==> config.mk <==
export PLATFORM = sky130hd
export DESIGN_NAME = fan_duty_scheduler
export DESIGN_NICKNAME = d
export VERILOG_FILES = /design/src/rtl/fan_duty_scheduler_pkg.sv /design/src/rtl/fan_duty_scheduler_pwm.sv /design/src/rtl/fan_duty_scheduler.sv
export SDC_FILE = /design/constraint.sdc
export NUM_CORES = 1
export LEC_CHECK = 0
export BUFFER_PORTS_ARGS = -buffer_cell sky130_fd_sc_hd__buf_2
export CORE_AREA = 2 2 104 106
export CTS_CLUSTER_DIAMETER = 60
export DETAILED_ROUTE_END_ITERATION = 8
export DIE_AREA = 0 0 106 108
export GPL_ROUTABILITY_DRIVEN = 0
export GPL_TIMING_DRIVEN = 0
export PLACE_DENSITY_LB_ADDON = 0.25
export SYNTH_ARGS = -nofsm -noshare
export SYNTH_HDL_FRONTEND = slang
export SYNTH_SLANG_ARGS = --single-unit
==> constraint.sdc <==
create_clock -name clk -period 2.9 [get_ports clk]
set_input_delay 0.29 -clock clk [delete_from_list [all_inputs] [get_ports clk]]
set_output_delay 0.29 -clock clk [all_outputs]
set_load 0.05 [all_outputs]
==> src/rtl/fan_duty_scheduler_pkg.sv <==
// Shared definitions for the fan duty scheduler: FSM state codes, one-hot
// requester selects and the saturating ramp-step helper.
package fan_duty_scheduler_pkg;

  typedef enum logic [2:0] {
    ST_IDLE  = 3'd0,
    ST_RAMP  = 3'd1,
    ST_HOLD  = 3'd2,
    ST_PAUSE = 3'd3,
    ST_STOP  = 3'd4
  } state_t;

  localparam logic [2:0] MODE_DEFAULT = 3'b001;
  localparam logic [2:0] MODE_AUTO    = 3'b010;
  localparam logic [2:0] MODE_NATURAL = 3'b100;

  // Move cur toward tgt by at most up (rising) or dn (falling).
  // Lands exactly on tgt when the remaining gap fits in one step, so the
  // result never overshoots and never wraps past 0 or 255.
  function automatic logic [7:0] step_toward(
    input logic [7:0] cur,
    input logic [7:0] tgt,
    input logic [8:0] up,
    input logic [8:0] dn
  );
    logic [8:0] gap;
    logic [7:0] res;
    res = tgt;
    if (tgt > cur) begin
      gap = {1'b0, tgt} - {1'b0, cur};
      if (gap > up) res = cur + up[7:0];
    end else begin
      gap = {1'b0, cur} - {1'b0, tgt};
      if (gap > dn) res = cur - dn[7:0];
    end
    return res;
  endfunction

endpackage

==> src/rtl/fan_duty_scheduler_pwm.sv <==
// 8-bit PWM generator: prescaled counter, compare level latched at each
// counter wrap, plus an immediate-clear input that forces the output low.
module pwm_gen8 #(
  parameter int PWM_DIV = 392
) (
  input  logic       clk,
  input  logic       reset_p,
  input  logic [7:0] duty,
  input  logic       clear,
  output logic       pwm
);

  localparam int DW = (PWM_DIV > 1) ? $clog2(PWM_DIV) : 1;
  localparam logic [DW-1:0] DIV_MAX = DW'(PWM_DIV - 1);

  logic [DW-1:0] div_reg;
  logic [7:0]    cnt_reg;
  logic [7:0]    level_reg;
  logic          advance;

  assign advance = (div_reg == DIV_MAX);

  // Prescaler: one advance pulse every PWM_DIV clocks.
  always_ff @(posedge clk or posedge reset_p) begin
    if (reset_p)      div_reg <= '0;
    else if (advance) div_reg <= '0;
    else              div_reg <= div_reg + 1'b1;
  end

  // Period counter, wraps 255 -> 0 naturally.
  always_ff @(posedge clk or posedge reset_p) begin
    if (reset_p)      cnt_reg <= 8'd0;
    else if (advance) cnt_reg <= cnt_reg + 8'd1;
  end

  // Compare level: sampled only at wrap so periods are never torn;
  // clear wins so a forced-off motor stops on the very next cycle.
  always_ff @(posedge clk or posedge reset_p) begin
    if (reset_p)                              level_reg <= 8'd0;
    else if (clear)                           level_reg <= 8'd0;
    else if (advance && cnt_reg == 8'hFF)     level_reg <= duty;
  end

  assign pwm = (cnt_reg < level_reg);

endmodule

==> src/rtl/fan_duty_scheduler.sv <==
// Fan duty scheduler: selects a requested duty by one-hot mode, ramps the
// applied duty toward it in timed steps, handles pause/off requests, and
// drives the motor PWM through pwm_gen8.
module fan_duty_scheduler
  import fan_duty_scheduler_pkg::*;
#(
  parameter int RAMP_TICK = 100000,
  parameter int STEP_UP   = 5,
  parameter int STEP_DN   = 10,
  parameter int PWM_DIV   = 392
) (
  input  logic       clk,
  input  logic       reset_p,
  input  logic [2:0] mode,
  input  logic [7:0] duty_d,
  input  logic [7:0] duty_a,
  input  logic [7:0] duty_n,
  input  logic       pause,
  input  logic       off_req,
  output logic [7:0] duty_out,
  output logic       pwm,
  output logic [2:0] state,
  output logic       ramping,
  output logic       mode_err
);

  localparam int TW = (RAMP_TICK > 1) ? $clog2(RAMP_TICK) : 1;
  localparam logic [TW-1:0] TICK_MAX = TW'(RAMP_TICK - 1);
  localparam logic [8:0] UP9 = 9'(STEP_UP);
  localparam logic [8:0] DN9 = 9'(STEP_DN);

  state_t        state_reg, state_next;
  logic [7:0]    duty_reg, duty_next;
  logic [TW-1:0] tick_reg, tick_next;
  logic          armed_reg, armed_next;
  logic          mode_err_reg;
  logic [7:0]    target;
  logic          mode_bad;
  logic          tick_hit;
  logic          level_clear;

  assign mode_bad = !((mode == MODE_DEFAULT) || (mode == MODE_AUTO) ||
                      (mode == MODE_NATURAL));
  assign tick_hit = (tick_reg == TICK_MAX);

  // Requester select; anything that is not exactly one-hot asks for zero.
  always_comb begin
    target = 8'd0;
    case (mode)
      MODE_DEFAULT: target = duty_d;
      MODE_AUTO:    target = duty_a;
      MODE_NATURAL: target = duty_n;
      default:      target = 8'd0;
    endcase
  end

  // State, duty, tick counter, arm flag and mode error registers.
  always_ff @(posedge clk or posedge reset_p) begin
    if (reset_p) begin
      state_reg    <= ST_IDLE;
      duty_reg     <= 8'd0;
      tick_reg     <= '0;
      armed_reg    <= 1'b1;
      mode_err_reg <= 1'b0;
    end else begin
      state_reg    <= state_next;
      duty_reg     <= duty_next;
      tick_reg     <= tick_next;
      armed_reg    <= armed_next;
      mode_err_reg <= mode_bad;
    end
  end

  // Next-state, ramp stepping and arm tracking. Every entry into RAMP or
  // STOP restarts the tick counter so the first step is a full interval away.
  always_comb begin
    state_next  = state_reg;
    duty_next   = duty_reg;
    tick_next   = tick_reg;
    armed_next  = armed_reg;
    level_clear = 1'b0;
    if (target == 8'd0) armed_next = 1'b1;
    case (state_reg)
      ST_IDLE: begin
        duty_next = 8'd0;
        if (armed_reg && target != 8'd0 && !pause) begin
          state_next = ST_RAMP;
          tick_next  = '0;
        end
      end
      ST_RAMP, ST_HOLD: begin
        if (pause && off_req) begin
          state_next  = ST_IDLE;
          duty_next   = 8'd0;
          level_clear = 1'b1;
        end else if (pause) begin
          state_next  = ST_PAUSE;
          duty_next   = 8'd0;
          level_clear = 1'b1;
        end else if (off_req) begin
          state_next = ST_STOP;
          tick_next  = '0;
        end else if (state_reg == ST_HOLD) begin
          if (target != duty_reg) begin
            state_next = ST_RAMP;
            tick_next  = '0;
          end
        end else if (duty_reg == target && target != 8'd0) begin
          state_next = ST_HOLD;
        end else if (duty_reg == 8'd0 && target == 8'd0) begin
          state_next = ST_IDLE;
        end else if (tick_hit) begin
          duty_next = step_toward(duty_reg, target, UP9, DN9);
          tick_next = '0;
        end else begin
          tick_next = tick_reg + 1'b1;
        end
      end
      ST_PAUSE: begin
        duty_next = 8'd0;
        if (pause && off_req) begin
          state_next  = ST_IDLE;
          level_clear = 1'b1;
        end else if (pause) begin
          state_next = ST_PAUSE;
        end else if (off_req) begin
          state_next = ST_STOP;
          tick_next  = '0;
        end else begin
          state_next = (target != 8'd0) ? ST_RAMP : ST_IDLE;
          tick_next  = '0;
        end
      end
      ST_STOP: begin
        if (pause) begin
          state_next  = ST_IDLE;
          duty_next   = 8'd0;
          level_clear = 1'b1;
          armed_next  = 1'b0;
        end else if (duty_reg == 8'd0) begin
          state_next = ST_IDLE;
          armed_next = 1'b0;
        end else if (tick_hit) begin
          duty_next = step_toward(duty_reg, 8'd0, UP9, DN9);
          tick_next = '0;
        end else begin
          tick_next = tick_reg + 1'b1;
        end
      end
      default: begin
        state_next  = ST_IDLE;
        duty_next   = 8'd0;
        tick_next   = '0;
        level_clear = 1'b1;
      end
    endcase
  end

  pwm_gen8 #(.PWM_DIV(PWM_DIV)) u_pwm (
    .clk     (clk),
    .reset_p (reset_p),
    .duty    (duty_reg),
    .clear   (level_clear),
    .pwm     (pwm)
  );

  assign duty_out = duty_reg;
  assign state    = state_reg;
  assign ramping  = (state_reg == ST_RAMP) || (state_reg == ST_STOP);
  assign mode_err = mode_err_reg;

endmodule

### After elaboration in Yosys (flattened, before gate mapping)

Index checks and enable logic that the tools add are counted.

| word-level totals | value |
|---|---|
| bits in registers | 55 |
| word-level logic and storage cells | 133 |
| input port bits | 31 |
| bits in writable memories | 0 |
| memories | 0 |
| ROM bits | 0 |
| latch bits | 0 |
| output and inout bits | 14 |

| cells by class | value |
|---|---|
| bitwise logic cells | 0 |
| add/sub/neg operators | 8 |
| magnitude comparators | 7 |
| multipliers | 0 |
| div/mod/pow operators | 0 |
| reductions and logical operators | 20 |
| eq/ne operators | 32 |
| shifts and indexed selects | 0 |
| mux-type cells | 58 |

Operators by type and width:

| operator | count |
|---|---|
| 2-to-1 mux 17 bit | 13 |
| 2-to-1 mux 8 bit | 18 |
| case mux 17 bit (4 select lines) | 1 |
| 2-to-1 mux 3 bit | 13 |
| inequality test 4 bit, second input constant | 8 |
| case mux 8 bit (3 select lines) | 1 |
| > comparator 9 x 3 -> 1 bit, second input constant | 2 |
| subtractor 8 x 8 -> 9 bit | 2 |
| adder 17 x 1 -> 17 bit, second input constant | 1 |
| == test 17 bit, second input constant | 1 |
| logical NOT 8 bit | 2 |
| case mux 8 bit (2 select lines) | 1 |
| inequality test 2 bit, second input constant | 7 |
| case mux 3 bit (4 select lines) | 1 |
| AND reduction 10 bit | 1 |
| adder 9 x 1 -> 9 bit, second input constant | 1 |
| == test 3 x 2 -> 1 bit, second input constant | 3 |
| == test 9 bit, second input constant | 1 |
| > comparator 9 x 4 -> 1 bit, second input constant | 1 |
| 2-to-1 mux 9 bit | 1 |
| inequality test 3 bit, second input constant | 3 |
| subtractor 1 x 8 -> 9 bit, first input constant | 1 |
| adder 8 x 1 -> 8 bit, second input constant | 1 |
| adder 8 x 3 -> 8 bit, second input constant | 1 |
| other kinds (23) | 40 |

### Longest topological paths before layout

| logic depth | value |
|---|---|
| depth after elaboration | 14 |
| gate-level depth with buffers | 17 |
| gate-level depth less buffers | 13 |

### By module

From an unflattened synthesis, not the netlist that was laid out.

| unflattened totals | value |
|---|---|
| cells, all modules | 573 |
| area total of the unflattened synthesis | 4903.5 um2 |

By module, submodules not included:

| module | times used | sequential area each (um2) | cells an instance | area each (um2) |
|---|---|---|---|---|
| fan_duty_scheduler | 1 | 752.0 | 443 | 3533.4 |
| pwm_gen8 | 1 | 625.6 | 130 | 1370.1 |

### Worst setup path after synthesis

OpenSTA, ideal clock, no wires.

| timing path | value |
|---|---|
| path kind | input-to-reg |
| start point | input port mode[2] |
| end point | register duty_reg[0], in the netlist duty_out[0] |
| setup slack | -0.764 ns |
| data arrival time | 3.536 ns |
| required time | 2.772 ns |
| path buffers | 2 |
| cell stages on the path | 15 |
| library setup time | 0.128 ns |
| cell sequence | buf_6 -> buf_6 -> and4bb_2 -> a221oi_1 -> inv_1 -> ha_1 -> fa_1 -> nor2b_1 -> o21a_1 -> o21ai_0 -> a2111oi_0 -> a41oi_1 -> a211oi_4 -> mux2i_1 -> nand3_1 |

| between the ends | value |
|---|---|
| cells in the longest elaborated chain, start to end | 14 |
| elaborated cells between the ends (all ways) | 28 |
| those cells by class | add/sub (2); order compare (3); eq/ne (6); mux (12); reduce/logical (5) |

Ends and longest elaborated chain:

| item | line | text |
|---|---|---|
| start, declared | fan_duty_scheduler.sv:14 | `input logic [2:0] mode,` |
| == test 3 bit, or another cell as far along | fan_duty_scheduler.sv:49 | `case (mode)` |
| case mux 8 bit (3 select lines) * | fan_duty_scheduler.sv:49 |  |
| subtractor 8 x 8 -> 9 bit, on equally long branches | fan_duty_scheduler_pkg.sv:33, fan_duty_scheduler_pkg.sv:30 |  |
| > comparator 9 x 4 -> 1 bit or > comparator 9 x 3 -> 1 bit (tied branches) | fan_duty_scheduler_pkg.sv:34, fan_duty_scheduler_pkg.sv:31 |  |
| 2-to-1 mux 8 bit, on equally long branches | fan_duty_scheduler_pkg.sv:34, fan_duty_scheduler_pkg.sv:31 |  |
| 2-to-1 mux 8 bit | fan_duty_scheduler_pkg.sv:29 | `if (tgt > cur) begin` |
| 2-to-1 mux 8 bit | fan_duty_scheduler.sv:112 | `end else if (tick_hit) begin` |
| 2-to-1 mux 8 bit | fan_duty_scheduler.sv:110 | `end else if (duty_reg == 8'd0 && target == 8'd0) begin` |
| 2-to-1 mux 8 bit | fan_duty_scheduler.sv:108 | `end else if (duty_reg == target && target != 8'd0) begin` |
| 2-to-1 mux 8 bit | fan_duty_scheduler.sv:103 | `end else if (state_reg == ST_HOLD) begin` |
| 2-to-1 mux 8 bit | fan_duty_scheduler.sv:100 | `end else if (off_req) begin` |
| 2-to-1 mux 8 bit | fan_duty_scheduler.sv:96 | `end else if (pause) begin` |
| 2-to-1 mux 8 bit | fan_duty_scheduler.sv:92 | `if (pause && off_req) begin` |
| case mux 8 bit (2 select lines) | fan_duty_scheduler.sv:83 | `case (state_reg)` |
| end signal, assigned | fan_duty_scheduler.sv:67 | `duty_reg <= duty_next;` |
| end, declared | fan_duty_scheduler.sv:33 | `logic [7:0] duty_reg, duty_next;` |

Mark *: on every way between the ends. The rest lies on a longest branch, timed or not. The select of a mux whose other input is x is not followed.
A chain may end at the register's enable or synchronous reset.

### Worst setup path in the final report

| timing path | value |
|---|---|
| start point | input port mode[1] |
| end point | register duty_reg[0], in the netlist duty_out[0] |

The elaborated chain is that of the path after synthesis.

==> flow_metrics.py <==
metrics = {
    "sta": {
        "timing.slew.headroom_pct": 36.61,
        "final_hold_viol_count": 12,
        "post-route-period-util_pct": 114.8,
        "worst_clock_skew_ns": 0.01335,
        "max_freq_mhz": 300.3,
        "tightestPinTransition_ns": 0.9436,
        "post-route-min-period_ns": 3.330,
        "drv_slew": 0,
        "finalSetupViolations": 25,
        "timing.hold.ws_ns": -0.01126,
        "worst_slack_ns": -0.4300,
        "final.setup.tns_ns": -5.939,
        "grt_setup_unrepaired": "yes",
    },
    "synth": {
        "synth.yosys.seq_area_share_pct": 28.82,
        "synth_compound_gate_area_share_pct": 22.72,
        "synthCells": 567,
        "share_of_synthesized_cell_area_in_and_or_nand_and_nor_gates_pct": 23.98,
        "yosys_most_used_dff": "sky130_fd_sc_hd__dfrtp_1",
        "number_of_storage_elements_in_the_synthesis_netlist": 55,
        "avgSynthCellArea_um2": 8.430,
        "synth_xor_xnor_area_share_pct": 5.864,
        "synth-async-reset-ratio_pct": 100.0,
        "synth_edf_count": 0,
        "netlist_area_pre_place_um2": 4780,
        "main_combinational_cell_family_by_area_after_synthesis": "simple AND/OR/NAND/NOR gates",
        "synthAdderAreaFrac_pct": 9.738,
        "synth.lib_cells_used.distinct": 69,
        "syn_nets": 634,
        "synth.yosys.warnings": 0,
        "synth.mux.area_fraction_pct": 3.194,
    },
    "grt": {
        "grt_use_total_pct": 25.27,
        "grt_pass1_wl_um": 23520,
        "first_global_vias": 4795,
        "maximum_number_of_pins_on_one_net_before_global_route_repair": 34,
        "initial_antenna_violation_count": 0,
        "remaining_global_route_overflow": 0,
    },
    "finish": {
        "layout.cell_area.non_filler_um2": 6365,
        "mostFrequentLayoutCell": "sky130_fd_sc_hd__buf_4",
        "post_route_cells_drive_above_1_share_pct": 30.96,
        "layout_common_cells": "sky130_fd_sc_hd__buf_4 (66), sky130_fd_sc_hd__dfrtp_1 (51), sky130_fd_sc_hd__nor2_1 (42)",
        "largest_register_ffs": 17,
        "area_delta_synth_final_pct": 33.17,
        "register_cell_area_after_layout_um2": 1381,
        "multi_input_area_um2": 3517,
        "antennaDiodeCount": 0,
        "fillers": 841,
        "final_nets": 754,
    },
    "setup_path": {
        "worst-path-max-fanout": 7,
        "r2r_end": "duty_out[0]",
        "crit_path_cell_trace": "buf_8, and2b_1, buf_8, a221oi_4, inv_2, buf_6, buf_4, buf_4, buf_4, buf_4, buf_4, buf_4, buf_4, buf_4, buf_4, buf_4, buf_4, buf_4, buf_4, buf_4, buf_4, buf_4, nand4_1, nand3_1",
        "cpMostUsedCell": "sky130_fd_sc_hd__buf_4",
        "cp_num_cells": 24,
        "critPathCapture": "duty_out[0]",
        "crit_path_launch_type": "input port",
        "worstPathBufferInverterCount": 20,
        "timing.critical_path.from": "mode[1]",
        "internal_reg_to_reg_setup_slack_ns": -0.32,
        "r2r-start": "duty_out[0]",
        "critPathMaxStageDelay_ns": 0.37,
        "critPathSlowestCell": "sky130_fd_sc_hd__a221oi_4",
        "timing.critical_path.to_type": "flip-flop",
        "critical-path-top-delay-family": "buffers and inverters",
        "worstSetupPathType": "input port to flip-flop",
        "timing.critical_path.required_ns": 3.08,
        "cp_data_arrival_time_ns": 3.51,
        "ff2ff_path_depth": 12,
    },
    "power": {
        "power_leakage_uw": 0.002857,
        "pwr-share-comb_pct": 61.4,
        "ir_worst_vdd_mv": 0.2600,
        "internal-power_uw": 2000,
        "switching_power_uw": 1636,
        "switching_share_pct": 45.00,
        "part_of_the_power_in_registers_pct": 24.3,
        "clockPowerShare_pct": 14.3,
        "cellPowerDensity_nw_per_um2": 571.2,
    },
    "cts": {
        "h-tree-depth": 2,
        "number_of_buffers_between_clock_root_and_the_deepest_sink": 2,
        "clkLatencyLatePin_ns": 0.31,
        "path_clk_slew_ns": 0.11,
        "numCtsBuffers": 5,
        "sinks_on_clock_net": 55,
        "tritoncts": "yes",
        "cts_root_buf": "sky130_fd_sc_hd__clkbuf_8",
    },
    "die": {
        "floorplan.initialDensity_pct": 46.72,
        "core_area_um2": 10230,
        "die_area_um2": 11450,
        "die_y_um": 108,
        "floorplan.rows": 37,
        "ioPinCount": 45,
        "chipWidth_um": 106,
    },
    "drt": {
        "wire_per_inst_um": 17.52,
        "drt_first_iter_violations": 390,
        "detailedRoute.firstPassIterationCount": 7,
        "route.final.wire_length_um": 14440,
        "routed_via_density": 6.032,
        "routed-via-count": 4970,
        "drtAntennaViolNets": 0,
        "route.detailed.drc": 0,
    },
    "job": {
        "cap_viol_max_count": 0,
    },
    "worst_hold_path": {
        "hold_path_class": "input port to asynchronous set/reset pin",
    },
    "outcome": {
        "run_status": "finished with violations",
        "violations": "hold timing, setup timing",
    },
    "placement": {
        "placed_cell_area_um2": 5355,
        "number_of_buffers_inserted_by_port_buffering": 42,
        "dp_hpwl_um": 9474,
        "detailedPlace.worstSlack_ns": -1.191,
    },
}
==> layer usage <==
metal / vias up / share of wire, % / GRT usage, %
li1: 2311 / - / -
met5: - / 0 / 0
met1: 2427 / 43 / 32.03
met3: 45 / 5.0 / 3.436
met4: 0 / 4.0 / 11.00
met2: 187 / 48 / 43.32
==> cells in the mapped netlist, drive strengths merged, types with 4 or more instances <==
cell type / instances / area, µm²
a21o: 13 / 97.59
a21oi: 27 / 135.1
a221oi: 7 / 61.31
a31oi: 9 / 62.56
and2: 6 / 37.54
and3: 12 / 75.07
and4: 4 / 35.03
and4bb: 9 / 112.6
buf: 11 / 68.81
clkbuf: 20 / 75.07
dfrtp: 54 / 1351
ha: 34 / 425.4
inv: 33 / 123.9
mux2i: 13 / 130.1
nand2: 39 / 148.9
nand2b: 11 / 68.82
nand3: 15 / 75.07
nand4: 18 / 112.6
nor2: 43 / 161.4
nor2b: 13 / 81.33
nor3: 8 / 40.04
o211ai: 6 / 45.04
o21a: 4 / 30.03
o21ai: 48 / 240.2
o221ai: 5 / 43.79
o31a: 4 / 35.03
o31ai: 9 / 67.56
or3: 9 / 56.30
xnor2: 23 / 201.4
xor2: 9 / 78.83
==> cells by family (layout without fill, tap and decap cells) <==
| kind of cell | Yosys count | after routing |
|---|---|---|
| AOI/OAI and AO/OA | 160 | 160 |
| muxes | 15 | 15 |
| DFF | 55 | 55 |
| adders and majority gates | 36 | 36 |
| buffers and inverters | 65 | 186 |
| xor gates and xnor gates | 32 | 32 |
| and+or+nand+nor | 204 | 204 |
==> worst min path at each step <==
stage	from	endpoint	slack, ns
2_1_floorplan	tick_reg[16]	tick_reg[16]	0.44
3_3_place_gp	armed_reg	armed_reg	0.46
3_5_place_dp	reset_p	u_pwm.div_reg[7]	0.35
4_1_cts	reset_p	tick_reg[3]	0.002
5_1_grt	reset_p	u_pwm.div_reg[4]	0.03
6_report	reset_p	u_pwm.div_reg[4]	-0.01
==> through the flow <==
stage / total power [µW] / hold WS [ns] / util, % / instances
after floorplan: 2225 / 0.4368 / - / 567
after global placement: 2597 / 0.4554 / 52.15 / 745
after detailed placement: 2629 / 0.3535 / 52.34 / 746
after CTS: 3495 / 0.001992 / 61.07 / 815
after global routing: 3848 / 0.03192 / 62.21 / 824
final: 3635 / -0.01126 / 62.21 / 824
==> what timing repair did <==
item / 4_1_cts / 5_1_grt
hold buffers: 0 / 0
setup buffers: 62 / 9
cloned: 1 / 0
pin swaps: 36 / 23
endpoints found under the setup margin: 27 / 27
gates resized for setup: 84 / 15
==> power by group through the flow <==
| stage | logic, µW | registers [µW] | clock network [µW] |
|---|---|---|---|
| global route | 2400 | 889 | 563 |
| CTS | 2080 | 881 | 530 |
| floorplan | 1240 | 988 | 0 |
| finish | 2230 | 883 | 519 |
| global placement | 1700 | 894 | 0 |
| detailed placement | 1730 | 896 | 0 |
==> cell type report <==
type | count | area share, %
multi-input combinational | 447 | 55.26
sequential | 55 | 21.70
timing repair buffer | 115 | 13.27
buffer | 29 | 3.322
tap | 136 | 2.673
inverter | 34 | 2.005
clock buffer | 5 | 1.081
clock inverter | 3 | 0.6880
Power figures use the tool's default switching activity.
